<file path="config.mk">
export PLATFORM = sky130hd
export DESIGN_NAME = robot_actuator
export DESIGN_NICKNAME = d
export VERILOG_FILES = /design/src/rtl/robot_actuator.sv
export SDC_FILE = /design/constraint.sdc
export NUM_CORES = 1
export LEC_CHECK = 0
export BUFFER_PORTS_ARGS = -buffer_cell sky130_fd_sc_hd__buf_2
export CAP_MARGIN = 10
export CORE_AREA = 4 4 59 61
export DETAILED_ROUTE_END_ITERATION = 6
export DIE_AREA = 0 0 63 65
export GPL_TIMING_DRIVEN = 0
export HOLD_SLACK_MARGIN = 0.02
export PLACE_DENSITY = 0.73
export SLEW_MARGIN = 20
export SYNTH_ARGS = -nofsm -noshare
export SYNTH_HDL_FRONTEND = slang
export SYNTH_SLANG_ARGS = --single-unit
</file>
<file path="constraint.sdc">
create_clock -name clock -period 1.69 [get_ports clock]
set_clock_uncertainty 0.05 [all_clocks]
set_input_delay 0.507 -clock clock [delete_from_list [all_inputs] [get_ports clock]]
set_output_delay 0.507 -clock clock [all_outputs]
set_load 0.05 [all_outputs]
</file>
<file path="src/rtl/robot_actuator.sv">
// robot_actuator: turns one-cycle front/turn/remove requests into fixed-length drive pulses
//   in : clock, reset (async, active-low), front, turn, remove, abort (only with ROBOT_ACTUATOR_ABORT_EN)
//   out: motor_fwd, motor_rot, arm_out, busy, done, err (sticky), move_count, trash_count (saturating)
//   Optional: define ROBOT_ACTUATOR_ABORT_EN to add the abort input.
module robot_actuator #(
  parameter int FRONT_CYCLES  = 8,
  parameter int TURN_CYCLES   = 4,
  parameter int REMOVE_CYCLES = 6,
  parameter int CNT_W         = 8
) (
  input  logic             clock,
  input  logic             reset,
  input  logic             front,
  input  logic             turn,
  input  logic             remove,
`ifdef ROBOT_ACTUATOR_ABORT_EN
  input  logic             abort,
`endif
  output logic             motor_fwd,
  output logic             motor_rot,
  output logic             arm_out,
  output logic             busy,
  output logic             done,
  output logic             err,
  output logic [CNT_W-1:0] move_count,
  output logic [CNT_W-1:0] trash_count
);
  localparam int MAX_C = (FRONT_CYCLES > TURN_CYCLES) ?
                         ((FRONT_CYCLES > REMOVE_CYCLES) ? FRONT_CYCLES : REMOVE_CYCLES) :
                         ((TURN_CYCLES > REMOVE_CYCLES) ? TURN_CYCLES : REMOVE_CYCLES);
  localparam int CW = $clog2(MAX_C + 1);
  typedef enum logic [2:0] {IDLE, FWD, ROT, ARM, DONE} state_t;
  state_t state_q, state_d;
  logic [CW-1:0] cnt_q, cnt_d;
  logic [CNT_W-1:0] move_q, move_d, trash_q, trash_d;
  logic err_q, err_d, fwd_q, fwd_d, rot_q, rot_d, arm_q, arm_d, busy_q, busy_d, done_q, done_d;
  logic [1:0] n_req;
  logic abort_w;
`ifdef ROBOT_ACTUATOR_ABORT_EN
  assign abort_w = abort;
`else
  assign abort_w = 1'b0;
`endif
  always_comb begin
    state_d = state_q;
    cnt_d   = cnt_q;
    err_d   = err_q;
    move_d  = move_q;
    trash_d = trash_q;
    n_req   = {1'b0, front} + {1'b0, turn} + {1'b0, remove};
    if (state_q == IDLE) begin
      if (n_req > 2'd1) err_d = 1'b1;
      else if (front) begin
        state_d = FWD;
        cnt_d   = CW'(FRONT_CYCLES - 1);
      end else if (turn) begin
        state_d = ROT;
        cnt_d   = CW'(TURN_CYCLES - 1);
      end else if (remove) begin
        state_d = ARM;
        cnt_d   = CW'(REMOVE_CYCLES - 1);
      end
    end else if (state_q == DONE) state_d = IDLE;
    else if (abort_w) state_d = IDLE;
    else if (cnt_q == '0) begin
      // counts update on the DONE entry edge so the new value shows during DONE
      state_d = DONE;
      if (state_q == FWD && !(&move_q)) move_d = move_q + 1'b1;
      if (state_q == ARM && !(&trash_q)) trash_d = trash_q + 1'b1;
    end else cnt_d = cnt_q - 1'b1;
    fwd_d  = state_d == FWD;
    rot_d  = state_d == ROT;
    arm_d  = state_d == ARM;
    done_d = state_d == DONE;
    busy_d = state_d != IDLE;
  end
  always_ff @(posedge clock or negedge reset) begin
    if (!reset) begin
      state_q <= IDLE;
      cnt_q   <= '0;
      move_q  <= '0;
      trash_q <= '0;
      err_q   <= 1'b0;
      fwd_q   <= 1'b0;
      rot_q   <= 1'b0;
      arm_q   <= 1'b0;
      busy_q  <= 1'b0;
      done_q  <= 1'b0;
    end else begin
      state_q <= state_d;
      cnt_q   <= cnt_d;
      move_q  <= move_d;
      trash_q <= trash_d;
      err_q   <= err_d;
      fwd_q   <= fwd_d;
      rot_q   <= rot_d;
      arm_q   <= arm_d;
      busy_q  <= busy_d;
      done_q  <= done_d;
    end
  end
  assign motor_fwd   = fwd_q;
  assign motor_rot   = rot_q;
  assign arm_out     = arm_q;
  assign busy        = busy_q;
  assign done        = done_q;
  assign err         = err_q;
  assign move_count  = move_q;
  assign trash_count = trash_q;
endmodule
</file>
==> flow_metrics.tcl, run 1 <==
set metrics [dict create \
    status "complete, but fails checks" \
    violations "setup timing" \
    first_iter_violations 48 \
    antenna_found_initial 0 \
    synth_cells 122 \
    ys_ff_latch 29 \
    synth_edf_count 0 \
    synth_seq_area_share_pct 52.8 \
    fill_cells 261 \
    min_period_over_period_pct 105 \
    cts_tree "built" \
    path_max_fanout 7 \
    firstDrtPassIters 4 \
    cp.required_ps 1830 \
    yosys_warnings 0 \
    drive_above_1_share_pct 42.0 \
    drv_slew 0 \
    place_ws_ps -239 \
    synth-async-reset-ratio_pct 100 \
    final_cells 195 \
    maxCapViolations 0 \
    ir_worst_vdd_uv 914 \
    fin_ws_ps -84.5 \
    setup_viol 14 \
    yosysTopAreaCellShare_pct 52.8 \
    clk_latency_ps 320 \
    cp-start-kind "flop" \
    synth_area_leaders "dfrtp_1 (53%), xnor2_1 (5.1%), xor2_1 (3.8%)" \
    gp_congestion 0.792 \
    grt_pass1_vias 1080 \
    grt_pass1_wl_mm 4.73 \
    place_inst 181 \
    worst_pin_slew_ps 610 \
    die_area_sq_um 4100 \
    powerDensity_nw_per_um2 1640 \
    max_freq_mhz 564 \
    synth.net_count 131 \
    arrival_ps 1920 \
    nets 170 \
    antenna_cells 0 \
    coreArea_sq_um 2980 \
    synthDistinctLibCells 35 \
    initial_utilization_pct 46.2 \
    fp.dieH_microns 65 \
    finalCriticalPeriod_ps 1770 \
    num_vias 1039 \
    hold_viol_final 0 \
    rsz0062_at_grt "true" \
    relSlewSlack_pct 59.3 \
    cp-end-kind "flop" \
    netlist_area_sq_um 1380 \
    grt_overflow 0 \
    ant_nets 0 \
    cts.clk_slew.worst_paths_ps 90 \
    vias_per_cell 5.33 \
    criticalPathCategory "reg -> reg" \
    portBuffers 26 \
    dp_hpwl_mm 1.91 \
    yosysMostFrequentCell "dfrtp_1" \
    num_rows 20 \
    track_usage_pct 14.9 \
    clock-root-buffer "clkbuf_4" \
    grt_max_degree 30 \
    cts_buffers 5 \
    seqCellArea_sq_um 734 \
    route.detailed.drc 0 \
    die_w_microns 63 \
    clock_path_buffers 2 \
    ios 27 \
    syn2layout_area_growth_pct 27.5 \
    hold_class "in -> async" \
    finalPower_w 0.00288 \
    multi_input_area_sq_um 698 \
    avgSynthCellArea_sq_um 11.3 \
    synthTopCellsByCount "dfrtp_1 (29), nand2_1 (8), nor2_1 (8), xnor2_1 (8), inv_1 (7)" \
    htree_levels 2 \
    p_leak_nw 0.859 \
    yosysTopAreaCell "dfrtp_1" \
    cts.sinks 29 \
    wl_per_cell_microns 14.1 \
    cts-hold-fix-buffers 0 \
    yosys_most_used_dff "dfrtp_1" \
    wl_mm 2.76 \
    final_area_sq_um 1750 \
    placed_area_sq_um 1590 \
]
-- critical path, stage by stage, from the launching register on --
cell and delay, ps:
dfrtp_1 390, inv_2 80, ha_4 140, nor3b_4 320, o2111a_1 260, buf_6 130, mux2_4 300
-- cell families after synthesis --
group | after synthesis | share of synthesized area [%]
AND/OR/NAND/NOR | 48 | 20.5
flip-flops | 29 | 52.8
AO/OA/AOI/OAI | 17 | 10.3
XOR/XNOR | 14 | 8.92
buffers and inverters | 8 | 2.27
adder cells (fa/ha/maj) | 4 | 3.64
multiplexers | 2 | 1.64
-- through the flow --
stage / TNS, ps / hold slack (ps) / utilization (%)
6_report: -681 / 138 / 58.9
3_5_place_dp: -2150 / 413 / 53.5
3_3_place_gp: -1870 / 408 / 53.5
2_1_floorplan: -29.1 / 161 / -
4_1_cts: -154 / 162 / 56.7
5_1_grt: -2410 / 172 / 58.9
-- final cells by class --
type                    count  area share (%)
inverters                   7            1.50
repair buffers             32            10.4
clock buffers               8            3.35
flip-flops and latches     29            41.9
multi-input cells          85            39.8
well taps                  33            2.36
plain buffers               1           0.642
-- metal layers --
layer  vias to the layer above  GRT usage, %  part of all wire, %
met4                         0          5.51                 0.87
li1                        514             -                    -
met5                         -             0                    0
met1                       501          17.1                   42
met3                         2          6.76                  5.3
met2                        22          24.2                   52
-- worst paths after layout --
| check | start | to | slack, ps | cells after the start |
|---|---|---|---|---|
| min in group clock | err | err | 420 | 1 |
| setup / recovery | cnt_q[0] | trash_count[1] | -80 | 6 |
| hold / removal | reset | move_count[7] | 140 | 1 |
| hold reg to reg | err | err | 420 | 1 |
| setup reg to reg | cnt_q[0] | trash_count[1] | -80 | 6 |
| max in group asynchronous | reset | trash_count[0] | 1000 | 1 |
-- state kept, by name (all words and copies together), names as in the netlist, 3 cells and up --
name,flops
trash_count,8
cnt_q,4
state_q,3
move_count,8
-- where the power goes --
group	internal, W	switching (W)	total, W
Combinational	0.000555	0.000837	0.00139
Clock	0.000205	0.000210	0.000415
Sequential	0.000882	0.000193	0.00107
-- repair_timing --
action,CTS,global route
pin swaps,4,12
endpoints found under the setup margin,9,18
buffers inserted,3,3
gates resized for setup,3,11
-- cell usage in the layout (no fill, tap or decap), drive strengths merged, types with 2 or more instances in the layout --
master and n:
xnor2 8, buf 33, nand4 5, o21ai 4, nor2 8, ha 4, clkbuf 8, and3 4
nor3b 2, nand3 6, mux2 2, nand2 8, inv 7, xor2 6, or3 2, dfrtp 29
o211ai 2, or4 2, a21oi 3, nor2b 2, nor3 5
No activity file was read; power rests on OpenSTA's default activity.
==> inputs of run 2 (changes only) <==
CELL_PAD_IN_SITES_DETAIL_PLACEMENT = 0   (was default)
CELL_PAD_IN_SITES_GLOBAL_PLACEMENT = 1   (was default)
CORE_AREA = 4 4 66 68   (was 4 4 59 61)
DIE_AREA = 0 0 70 72   (was 0 0 63 65)
REMOVE_ABC_BUFFERS = 1   (was default)
==> run 2 against run 1 <==
Effect of this change: the flow still finishes with violations (setup timing); highest routed layer unchanged; critical path depth down 1; via count grew 3.6%; sequential cell count did not move; core utilization down 13 points; critical path type unchanged; register-to-register slack gained 80 ps; combinational power hardly changed.
==> flow_metrics.tcl, run 2 (same netlist as run 1, synthesis figures left out) <==
set metrics [dict create \
    rsz0062_at_grt "true" \
    max_freq_mhz 590 \
    layout_common_cells "dfrtp_1 (28), buf_2 (26), nor2_1 (8), xnor2_1 (8)" \
    placed_area_sq_um 1560 \
    portBuffers 26 \
    cts.sinks 29 \
    r2r_cells 5 \
    intPower_w 0.00173 \
    pwr-share-seq_pct 35.3 \
    antenna_cells 0 \
    path_max_fanout 8 \
    grt_pass1_vias 1077 \
    grt_max_degree 30 \
    wl_per_cell_microns 13.9 \
    met3_length_microns 110 \
    power_switching_w 0.00130 \
    vias_per_cell 5.08 \
    num_rows 23 \
    coreArea_sq_um 3860 \
    initial_utilization_pct 35.7 \
    ir_worst_vdd_uv 687 \
    hold_viol_final 0 \
    wl_mm 2.94 \
    maxCapViolations 0 \
    num_vias 1076 \
    cp.required_ps 1790 \
    syn2layout_area_growth_pct 28.2 \
    min_period_over_period_pct 100 \
    dp_hpwl_mm 2.02 \
    top_layer "met4" \
    ant_nets 0 \
    route.detailed.drc 0 \
    drive_above_1_share_pct 38.3 \
    wl_met1_mm 1.25 \
    fin_ws_ps -4.42 \
    die_area_sq_um 5040 \
    grt_pass1_wl_mm 5.02 \
    cp-start-kind "flop" \
    first_iter_violations 24 \
    htree_levels 2 \
    ff2ff_setup_slack_ps -4 \
    relSlewSlack_pct 56.6 \
    p_sw_share_pct 43.0 \
    setup_viol 1 \
    clock-root-buffer "clkbuf_8" \
    cts.clk_slew.worst_paths_ps 60 \
    wl_met2_mm 1.56 \
    p_clk_share_pct 17.8 \
    timing.hold.ws_ps 204 \
    cts_tree "built" \
    grt_overflow 0 \
    finalCriticalPeriod_ps 1690 \
    fill_cells 397 \
    finalPower_w 0.00303 \
    crit_end "trash_count[1]" \
    criticalPathCategory "reg -> reg" \
    fp.dieH_microns 72 \
    cts_buffers 5 \
    clock_path_buffers 2 \
    powerDensity_nw_per_um2 1720 \
    r2r-start "cnt_q[0]" \
    r2r-end "trash_count[1]" \
    cp-startpoint "cnt_q[0]" \
    status "complete, but fails checks" \
    nets 170 \
    pwr-share-comb_pct 46.8 \
    ios 27 \
    violations "setup timing" \
    final_area_sq_um 1760 \
    firstDrtPassIters 4 \
    final_common_cell "dfrtp_1" \
    arrival_ps 1800 \
    fin_setup_tns_ps -4.42 \
    drv_slew 0 \
    clk_latency_ps 270 \
    track_usage_pct 12.4 \
    hold_class "in -> async" \
    die_w_microns 70 \
    gp_congestion 0.816 \
    antenna_found_initial 0 \
    p_leak_nw 0.866 \
    cts-hold-fix-buffers 0 \
    worst_pin_slew_ps 652 \
    cp-end-kind "flop" \
]
## run 2: changes by cell type in the layout (fill, tap and decap cells not counted), sizes merged
cell,change
clkbuf,-2
clkinv,+2
## run 2: repair_timing
| action | in CTS | in global routing |
|---|---|---|
| setup endpoints to repair | 24 | 20 |
| buffers inserted | 6 | 1 |
| pin swaps | 3 | 7 |
| resized for setup | 11 | 9 |
## run 2: power groups by stage
stage | registers, W | clock network [W] | logic (W)
global route | 0.00110 | 0.000596 | 0.00156
global placement | 0.00105 | 0 | 0.00112
CTS | 0.00106 | 0.000571 | 0.00130
floorplan | 0.00135 | 0 | 0.000565
finish | 0.00107 | 0.000541 | 0.00142
detailed placement | 0.00106 | 0 | 0.00115
## run 2: layer usage
layer  vias up  global-route usage (%)
met1       538                    14.3
li1        512                       -
met4         0                    5.11
met3         3                    3.60
met2        23                    21.8
met5         -                       0
## run 2: worst min-delay path by stage
stage | startpoint | end | slack [ps] | cells past startpoint
floorplan | reset | arm_out | 160 | 0
detailed placement | err | err | 410 | 1
global placement | err | err | 410 | 1
finish | reset | err | 200 | 1
CTS | reset | motor_fwd | 220 | 1
global route | reset | motor_rot | 260 | 1
## run 2: worst max-delay path: stages (launching register included)
cell and delay [ps]:
dfrtp_1 380, inv_2 80, ha_4 130, nor3b_4 260, o2111a_2 350, mux2_4 310
## run 2: cell type report
class                      count  area [sq um]  share of cell area [%]
clock buffer                   6          72.6                    4.12
clock inverter                 2          10.0                   0.568
inverter                       7          26.3                    1.49
multi-input combinational     85           674                    38.3
sequential                    29           727                    41.2
tap                           50          62.6                    3.55
timing repair buffer          33           190                    10.8
## run 2: metrics by stage
| stage | std cells | setup slack [ps] | util, % |
|---|---|---|---|
| after global routing | 212 | -107 | 45.7 |
| after detailed placement | 197 | -344 | 40.5 |
| after CTS | 211 | -1.60 | 44.6 |
| after global placement | 197 | -343 | 40.5 |
| after floorplan | 121 | -146 | - |
| final | 212 | -4.42 | 45.7 |
==> inputs of run 3 (changes only) <==
CELL_PAD_IN_SITES_DETAIL_PLACEMENT = 2   (was 0)
CELL_PAD_IN_SITES_GLOBAL_PLACEMENT = 2   (was 1)
CORE_AREA = 4 4 72 74   (was 4 4 66 68)
DIE_AREA = 0 0 76 78   (was 0 0 70 72)
PLACE_DENSITY = 0.74   (was 0.73)
==> run 3 against run 2 <==
Effect of this change: the run still ends with setup timing left; sequential cell count stayed put; power is 16% higher; non-clock buffer count grew 14; fmax shrank 4.2%; cell area increased by 10%; largest power group unchanged; highest routed layer unchanged.
==> flow_metrics.tcl, run 3 (same netlist as run 1, synthesis figures left out) <==
set metrics [dict create \
    htree_levels 2 \
    finalCriticalPeriod_ps 1770 \
    status "complete, but fails checks" \
    grt_pass1_wl_mm 6.92 \
    slowest_stage "dfrtp_1" \
    worst_pin_slew_ps 647 \
    use_met1_pct 15.6 \
    final_common_cell "dfrtp_1" \
    relSlewSlack_pct 56.9 \
    num_vias 1171 \
    ff2ff_setup_slack_ps -80 \
    maxCapViolations 0 \
    syn2layout_area_growth_pct 41.5 \
    route.detailed.drc 0 \
    clock-root-buffer "clkbuf_8" \
    fill_cells 486 \
    gp_congestion 0.780 \
    dp_hpwl_mm 2.54 \
    die_area_sq_um 5930 \
    cp.required_ps 1810 \
    die_w_microns 76 \
    min_period_over_period_pct 105 \
    grt_overflow 0 \
    grt-busiest-layer "met2" \
    seqCellArea_sq_um 727 \
    fp.dieH_microns 78 \
    p_leak_nw 0.952 \
    ant_nets 0 \
    grt_pass1_vias 1305 \
    grt_use_met3_pct 3.71 \
    hold_viol_final 0 \
    wl_per_cell_microns 19.3 \
    cts_tree "built" \
    drv_slew 0 \
    powerDensity_nw_per_um2 1820 \
    max_stage_delay_ps 400 \
    cp-end-kind "flop" \
    ir_worst_vdd_uv 865 \
    firstDrtPassIters 2 \
    setup_viol 11 \
    clk_latency_ps 280 \
    antenna_cells 0 \
    wl_mm 4.44 \
    violations "setup timing" \
    fin_ws_ps -78.4 \
    hold_class "in -> async" \
    arrival_ps 1880 \
    path_max_fanout 4 \
    finalPower_w 0.00353 \
    ios 27 \
    path_cells "inv_2 > ha_4 > nor3b_4 > o2111a_2 > buf_4 > mux2_4" \
    grt_max_degree 30 \
    grt_util_met2_pct 28.3 \
    num_rows 25 \
    cts.clk_slew.worst_paths_ps 70 \
    cts_buffers 5 \
    track_usage_pct 14.6 \
    criticalPathCategory "reg -> reg" \
    final_cells 230 \
    first_iter_violations 40 \
    antenna_found_initial 0 \
    initial_utilization_pct 29.9 \
    multi_input_area_sq_um 706 \
    place_inst 201 \
    coreArea_sq_um 4600 \
    clock_path_buffers 2 \
    portBuffers 26 \
    cp-start-kind "flop" \
    nets 184 \
    rsz0062_at_grt "true" \
    vias_per_cell 5.09 \
    drive_above_1_share_pct 45.5 \
    layout_common_cells "dfrtp_1 (28), buf_2 (26), buf_4 (17), xnor2_1 (8), nor2_1 (7)" \
    cts.sinks 29 \
    max_freq_mhz 565 \
]
==> run 3: cell types whose count changed in the layout (fill, tap and decap cells not counted), sizes merged <==
cell    before  now
clkbuf       6    7
clkinv       2    0
bufinv       0    1
buf         33   47
==> run 3: layout make-up <==
| class | instances | share of cell area (%) |
|---|---|---|
| sequential | 29 | 37.4 |
| multi-input combinational | 85 | 36.3 |
| timing repair buffer | 47 | 15.6 |
| clock buffer | 7 | 4.44 |
| tap | 54 | 3.47 |
| clock inverter | 1 | 1.54 |
| inverter | 7 | 1.35 |
==> run 3: where the power goes <==
part / total (W) / internal, W / switching [W]
sequential: 0.00109 / 0.000877 / 0.000211
clock: 0.000757 / 0.000480 / 0.000277
combinational: 0.00169 / 0.000690 / 0.000998
total: 0.00353 / 0.00205 / 0.00149
==> run 3: critical path, delay by kind of cell (launching register included) <==
family	cells	cell delay (ps)
compound gates	1	310
fa+ha+maj	1	140
buf+inv	2	210
flops	1	400
mux	1	290
simple gates	1	250
==> run 3: repair_timing <==
item / in CTS / in global routing
endpoints found under the hold margin: 0 / 0
hold buffers: 0 / 0
endpoints found under the setup margin: 25 / 24
gates resized for setup: 12 / 17
setup buffers: 10 / 11
pin swaps: 5 / 13
==> run 3: per-layer routing <==
layer / share of wire, % / vias up
met5: 0 / -
met4: 1.1 / 0
met3: 3.3 / 6
met2: 54 / 18
met1: 41 / 609
li1: - / 538
==> run 3: metrics by stage <==
stage / instance area (sq um) / setup TNS (ps) / hold slack (ps) / util (%) / worst slack, ps
after detailed placement: 1570 / -6580 / 428 / 34.1 / -425
after floorplan: 1370 / -1020 / 161 / - / -146
after global routing: 1950 / -1540 / 257 / 42.3 / -127
final: 1950 / -335 / 195 / 42.3 / -78.4
after global placement: 1570 / -5380 / 406 / 34.1 / -358
after CTS: 1800 / -70.0 / 229 / 39.2 / -20.8
==> run 3: path summary, 6_finish.rpt <==
kind	start	depth (start not counted)	to
max	cnt_q[1]	6	trash_count[1]
min	reset	1	err
max reg2reg	cnt_q[1]	6	trash_count[1]
min reg2reg	move_count[7]	1	move_count[7]
max in group asynchronous	reset	1	state_q[0]
min in group clock	move_count[7]	1	move_count[7]
